[src/rtl/bit_serial_operand_shifter.sv]
// Parallel-to-serial operand feeder for the bit-serial adder: accepts an A/B pair, clears carry, emits LSB first.
// Optional SHIFTER_DOUBLE_BUFFER_EN adds a one-pair holding register so pairs can stream back to back.
module bit_serial_operand_shifter #(
    parameter int WIDTH = 8
) (
    input  logic             clk,
    input  logic             reset,
    input  logic             in_valid,
    output logic             in_ready,
    input  logic [WIDTH-1:0] a_in,
    input  logic [WIDTH-1:0] b_in,
    output logic             a,
    output logic             b,
    output logic             adder_clr,
    output logic             bit_valid,
    output logic             last
);

    localparam int CW = (WIDTH > 1) ? $clog2(WIDTH) : 1;
    localparam logic [CW-1:0] CNT_LAST = CW'(WIDTH - 1);

    typedef enum logic [1:0] {
        IDLE  = 2'd0,
        CLEAR = 2'd1,
        SHIFT = 2'd2
    } state_t;

    state_t           state, state_n;
    logic [WIDTH-1:0] sa, sb, sa_n, sb_n;
    logic [CW-1:0]    cnt, cnt_n;
    logic             accept;
    logic             at_last;

`ifdef SHIFTER_DOUBLE_BUFFER_EN
    logic [WIDTH-1:0] ha, hb, ha_n, hb_n;
    logic             hold_full, hold_full_n;
`endif

    assign accept  = in_valid & in_ready;
    assign at_last = (state == SHIFT) && (cnt == CNT_LAST);

    always_comb begin
        state_n = state;
        sa_n    = sa;
        sb_n    = sb;
        cnt_n   = cnt;
`ifdef SHIFTER_DOUBLE_BUFFER_EN
        ha_n        = ha;
        hb_n        = hb;
        hold_full_n = hold_full;
`endif
        case (state)
            IDLE: begin
                if (accept) begin
                    state_n = CLEAR;
                    sa_n    = a_in;
                    sb_n    = b_in;
                    cnt_n   = '0;
                end
            end
            CLEAR: state_n = SHIFT;
            SHIFT: begin
                sa_n  = {1'b0, sa[WIDTH-1:1]};
                sb_n  = {1'b0, sb[WIDTH-1:1]};
                cnt_n = cnt + 1'b1;
                if (at_last) begin
`ifdef SHIFTER_DOUBLE_BUFFER_EN
                    if (hold_full) begin
                        state_n     = CLEAR;
                        sa_n        = ha;
                        sb_n        = hb;
                        cnt_n       = '0;
                        hold_full_n = 1'b0;
                    end else begin
                        state_n = IDLE;
                    end
`else
                    state_n = IDLE;
`endif
                end
            end
            default: state_n = IDLE;
        endcase
`ifdef SHIFTER_DOUBLE_BUFFER_EN
        // Placed after the move so a same-edge accept keeps hold_full set.
        if (accept && (state != IDLE)) begin
            ha_n        = a_in;
            hb_n        = b_in;
            hold_full_n = 1'b1;
        end
`endif
    end

    // Outputs are registered from next-state values so they line up with the state they describe.
    always_ff @(posedge clk or posedge reset) begin
        if (reset) begin
            state     <= IDLE;
            sa        <= '0;
            sb        <= '0;
            cnt       <= '0;
            in_ready  <= 1'b1;
            adder_clr <= 1'b1;
            bit_valid <= 1'b0;
            a         <= 1'b0;
            b         <= 1'b0;
            last      <= 1'b0;
`ifdef SHIFTER_DOUBLE_BUFFER_EN
            ha        <= '0;
            hb        <= '0;
            hold_full <= 1'b0;
`endif
        end else begin
            state     <= state_n;
            sa        <= sa_n;
            sb        <= sb_n;
            cnt       <= cnt_n;
            adder_clr <= (state_n != SHIFT);
            bit_valid <= (state_n == SHIFT);
            a         <= (state_n == SHIFT) & sa_n[0];
            b         <= (state_n == SHIFT) & sb_n[0];
            last      <= (state_n == SHIFT) && (cnt_n == CNT_LAST);
`ifdef SHIFTER_DOUBLE_BUFFER_EN
            ha        <= ha_n;
            hb        <= hb_n;
            hold_full <= hold_full_n;
            in_ready  <= !hold_full_n;
`else
            in_ready  <= (state_n == IDLE);
`endif
        end
    end

endmodule

[config.mk]
export PLATFORM = sky130hd
export DESIGN_NAME = bit_serial_operand_shifter
export DESIGN_NICKNAME = d
export VERILOG_FILES = /design/src/rtl/bit_serial_operand_shifter.sv
export SDC_FILE = /design/constraint.sdc
export NUM_CORES = 1
export LEC_CHECK = 0
export BUFFER_PORTS_ARGS = -buffer_cell sky130_fd_sc_hd__buf_4
export CAP_MARGIN = 20
export CELL_PAD_IN_SITES_DETAIL_PLACEMENT = 1
export CELL_PAD_IN_SITES_GLOBAL_PLACEMENT = 1
export CORE_MARGIN = 5
export CORE_UTILIZATION = 44
export DETAILED_ROUTE_END_ITERATION = 6
export PLACE_DENSITY_LB_ADDON = 0.1
export SLEW_MARGIN = 30
export SYNTH_ARGS = -nofsm -noshare
export SYNTH_HDL_FRONTEND = slang
export SYNTH_SLANG_ARGS = --single-unit
[constraint.sdc]
create_clock -name clk -period 3.7 [get_ports clk]
set_input_delay 0.555 -clock clk [delete_from_list [all_inputs] [get_ports clk]]
set_output_delay 0.555 -clock clk [all_outputs]
set_load 0.01 [all_outputs]
==> results.txt <==
- Result of the run: completed
- Dividing the final minimum period by the clock period gives 0.5068.
- Counting the fill cells in the layout gives 313.
- The first detailed-routing pass ran for 5 iterations.
* XOR/XNOR share of the synthesized area: 0
* LEAKAGE: 0.0006865 uW
* Crit path DAT: 2120 ps
- Count of final max-slew check failures: 0
- CTS Buffer Depth: 2
- For this run the aggregate overflow at the end of global routing stands at 0.
- Complex-gate fraction of the synthesized area: 0.2355
- Synth Area per Inst: 11.11 sq um
- In the routed design, unresolved DRC markers number 0.
* Synthesized-area fraction occupied by adder cells: 0.02066
- Final worst path period need: 1875 ps
- Total negative setup slack: 0 ps
- Worst hold-check slack: 271.7 ps
- The die covers 0.003902 sq mm.
- Violation count after the first detailed-routing iteration: 41
* Overall Power: 1075 uW
- Initial standard-cell utilization of the core: 0.4509
- After legalization and detailed placement, the total HPWL measured 1922 microns.
- Critical path, cell by cell: nor2b_1 -> buf_4 -> nand3b_1 -> a31oi_1
* CTS tree: built
- Among all stages on the critical path, the largest delay is contributed by sky130_fd_sc_hd__dfrtp_1.
- Area of the core: 0.002686 sq mm
- Via density per instance: 5.484
- Final GP Congestion: 0.7028
- Max-cap violations in this run came to 0.
- The number of antenna diodes in the final layout is 0.
- Fin. Hold Viols: 0
- Antenna violations before repair: 0
- Total of cells resized after clock tree synthesis: 0
- Die Height: 62.47 microns
- Register bit count reported by yosys: 27
* Type of the worst setup path: register to register
- Via Count: 883
- Total Nets Final: 152
- Share of post-route cells with drive strength above 1: 0.3000
* Peak ir drop on the vdd network: 471.4 uV
* Number of global-route vias before repair: 1,001
- During placement, the flow inserted port buffers numbering 24.
- Horizontal die dimension: 62.47 microns
- Based on the critical path, the design can be clocked at up to 0.5333 GHz.
* Clock transition time at the flip-flop clock pins of the worst setup and hold paths: 140 ps
- Entering global routing, the biggest net connects 28 pins.
- Clock Tree Root: sky130_fd_sc_hd__clkbuf_4
- The number of different library cells used by synthesis comes to 28.
* Share of synthesized area occupied by flip-flops and latches: 0.5599
- For the worst-skew pair, the clock arrives at the later sink with an insertion delay of 310 ps.
- In this run the number of H-tree levels came out at 1.
* Total Routed Length: 2623 microns
- Global Route Usage Sum: 0.1416
* Inserted Clock Buffers: 3
- Cell area after technology mapping: 0.001211 sq mm
- Multiplexer share of the synthesized area: 0.009298
* Hold buffers post-CTS: 0
* RSZ-0062 raised after global routing: false
- HP Class: input port to asynchronous set/reset pin
- 25 I/O pins were placed.
- Setup violation total in the final timing report: 0
- STA classifies the critical path endpoint as a register.
- Dividing the detail-routed wire length by the instance count gives 16.29 microns.
- First-pass GRT wire length: 4547 microns
- Slew @ Worst Pin: 889.5 ps
- Final ANT Viol Nets: 0
* Simple-Gate Fraction of Synth Area: 0.1240
- Max Clock Skew: 2.097 ps
* Floorplan row count: 19
* Number of clock sinks: 27
* Area grow syn2layout: 16.43%
- Cells after Synth: 109
- Largest fanout on the critical path: 22
- For this design the ratio of total power to cell area is 762.2 mW/mm^2.
- At the worst endpoint, the required time is 3950 ps.
- Synthesis produced a netlist with a net count of 130.
* Launching element type of the critical path: register
- In this design, the stage delay of the slowest critical-path cell is 640 ps.
- Combinational family with the most area after synthesis: compound AO/OA/AOI/OAI gates
* Post-CTS Setup Inserts: 0
- Headroom to the max-slew limit came out at 0.4070.
* Count of yosys warnings during synthesis: 0
registers in the layout, indices dropped and copies added, names as in the netlist:
register and count:
b 1, in_ready 1, state 2, adder_clr 1, cnt 3, a 1, last 1, bit_valid 1
sb 8, sa 8
cell type report:
| cell class | instances | area [sq um] | area share |
|---|---|---|---|
| Multi-Input combinational cell | 72 | 471.7 | 0.3345 |
| Clock buffer | 4 | 26.28 | 0.01863 |
| Inverter | 2 | 7.507 | 0.005324 |
| Sequential cell | 27 | 678.2 | 0.4809 |
| Tap cell | 31 | 38.79 | 0.02751 |
| Timing Repair Buffer | 25 | 187.7 | 0.1331 |
path summary, 6_finish.rpt:
path / start / to / slack (ps) / depth (start not counted)
max in group asynchronous: reset / adder_clr$_DFF_PP1_ / 3050 / 2
min in group clk: b_in[7] / sb[7]$_DFFE_PP0P_ / 450 / 2
min reg2reg: sa[4]$_DFFE_PP0P_ / sa[3]$_DFFE_PP0P_ / 510 / 2
max reg2reg: state[0]$_DFF_PP0_ / last$_DFF_PP0_ / 1820 / 4
min: reset / sb[2]$_DFFE_PP0P_ / 270 / 2
max: state[0]$_DFF_PP0_ / last$_DFF_PP0_ / 1820 / 4
where the power goes:
group          switching, uW  total (uW)  internal (uW)  leakage [uW]
Sequential               107         532            425      0.000345
Combinational            224         418            194      0.000327
Clock                   82.3         124           42.1     0.0000150
per-layer routing:
| layer | GRT usage | part of all wire | vias up |
|---|---|---|---|
| met4 | 0.03979 | 0.0065 | 0 |
| met1 | 0.1663 | 0.43 | 428 |
| met2 | 0.2487 | 0.51 | 16 |
| met3 | 0.04137 | 0.051 | 2 |
| li1 | - | - | 437 |
| met5 | 0 | 0 | - |
metrics by stage:
| stage | utilization | cells | setup WS [ps] | area (sq um) |
|---|---|---|---|---|
| after floorplan | - | 109 | 2358 | 1211 |
| after global placement | 0.5151 | 157 | 1812 | 1384 |
| after detailed placement | 0.5151 | 157 | 1786 | 1384 |
| after CTS | 0.5249 | 161 | 1804 | 1410 |
| after global routing | 0.5249 | 161 | 1634 | 1410 |
| final | 0.5249 | 161 | 1825 | 1410 |
Yosys cell counts:
master / number / area, sq um
sky130_fd_sc_hd__a21o_1: 2 / 15.01
sky130_fd_sc_hd__a21oi_1: 3 / 15.01
sky130_fd_sc_hd__a22o_1: 4 / 35.03
sky130_fd_sc_hd__a22oi_1: 6 / 45.04
sky130_fd_sc_hd__a22oi_2: 6 / 75.07
sky130_fd_sc_hd__a31oi_1: 1 / 6.260
sky130_fd_sc_hd__a32oi_1: 1 / 8.760
sky130_fd_sc_hd__and4b_1: 2 / 20.02
sky130_fd_sc_hd__and4bb_1: 1 / 12.51
sky130_fd_sc_hd__buf_2: 4 / 20.02
sky130_fd_sc_hd__buf_4: 1 / 7.510
sky130_fd_sc_hd__buf_6: 2 / 22.52
sky130_fd_sc_hd__clkbuf_1: 1 / 3.750
sky130_fd_sc_hd__dfrtp_1: 25 / 625.6
sky130_fd_sc_hd__dfstp_2: 2 / 52.55
sky130_fd_sc_hd__ha_1: 2 / 25.02
sky130_fd_sc_hd__inv_1: 1 / 3.750
sky130_fd_sc_hd__inv_2: 1 / 3.750
sky130_fd_sc_hd__mux2_2: 1 / 11.26
sky130_fd_sc_hd__nand2_1: 17 / 63.81
sky130_fd_sc_hd__nand3_1: 4 / 20.02
sky130_fd_sc_hd__nand3b_1: 1 / 7.510
sky130_fd_sc_hd__nor2_1: 2 / 7.510
sky130_fd_sc_hd__nor2b_1: 2 / 12.51
sky130_fd_sc_hd__o211ai_1: 2 / 15.01
sky130_fd_sc_hd__o21ai_0: 12 / 60.06
sky130_fd_sc_hd__o21ai_1: 2 / 10.01
sky130_fd_sc_hd__or2_1: 1 / 6.260
cells by family (layout without fill, tap and decap cells):
family / Yosys count / in the layout
compound gates: 39 / 39
simple gates: 30 / 30
flops: 27 / 27
buf+inv: 10 / 31
fa+ha+maj: 2 / 2
mux: 1 / 1
critical path, delay by kind of cell, from the launching register on:
family | cells | cell delay [ps]
AND/OR/NAND/NOR | 2 | 690
flip-flops | 1 | 640
buffers and inverters | 1 | 310
AO/OA/AOI/OAI | 1 | 160
placed cells by master (no fill, tap or decap):
cell type                  Yosys  final
sky130_fd_sc_hd__a21o_1        2      2
sky130_fd_sc_hd__a21oi_1       3      3
sky130_fd_sc_hd__a22o_1        4      4
sky130_fd_sc_hd__a22oi_1       6      6
sky130_fd_sc_hd__a22oi_2       6      6
sky130_fd_sc_hd__a31oi_1       1      1
sky130_fd_sc_hd__a32oi_1       1      1
sky130_fd_sc_hd__and4b_1       2      2
sky130_fd_sc_hd__and4bb_1      1      1
sky130_fd_sc_hd__buf_4         1     25
sky130_fd_sc_hd__clkbuf_1      1      1
sky130_fd_sc_hd__clkbuf_4      0      3
sky130_fd_sc_hd__dfrtp_1      25     25
sky130_fd_sc_hd__dfstp_2       2      2
sky130_fd_sc_hd__ha_1          2      2
sky130_fd_sc_hd__inv_2         1      2
sky130_fd_sc_hd__mux2_2        1      1
sky130_fd_sc_hd__nand2_1      17     17
sky130_fd_sc_hd__nand3_1       4      4
sky130_fd_sc_hd__nand3b_1      1      1
sky130_fd_sc_hd__nor2_1        2      2
sky130_fd_sc_hd__nor2b_1       2      2
sky130_fd_sc_hd__o211ai_1      2      2
sky130_fd_sc_hd__o21ai_0      12     12
sky130_fd_sc_hd__o21ai_1       2      2
sky130_fd_sc_hd__or2_1         1      1
No activity file was read; power rests on OpenSTA's default activity.
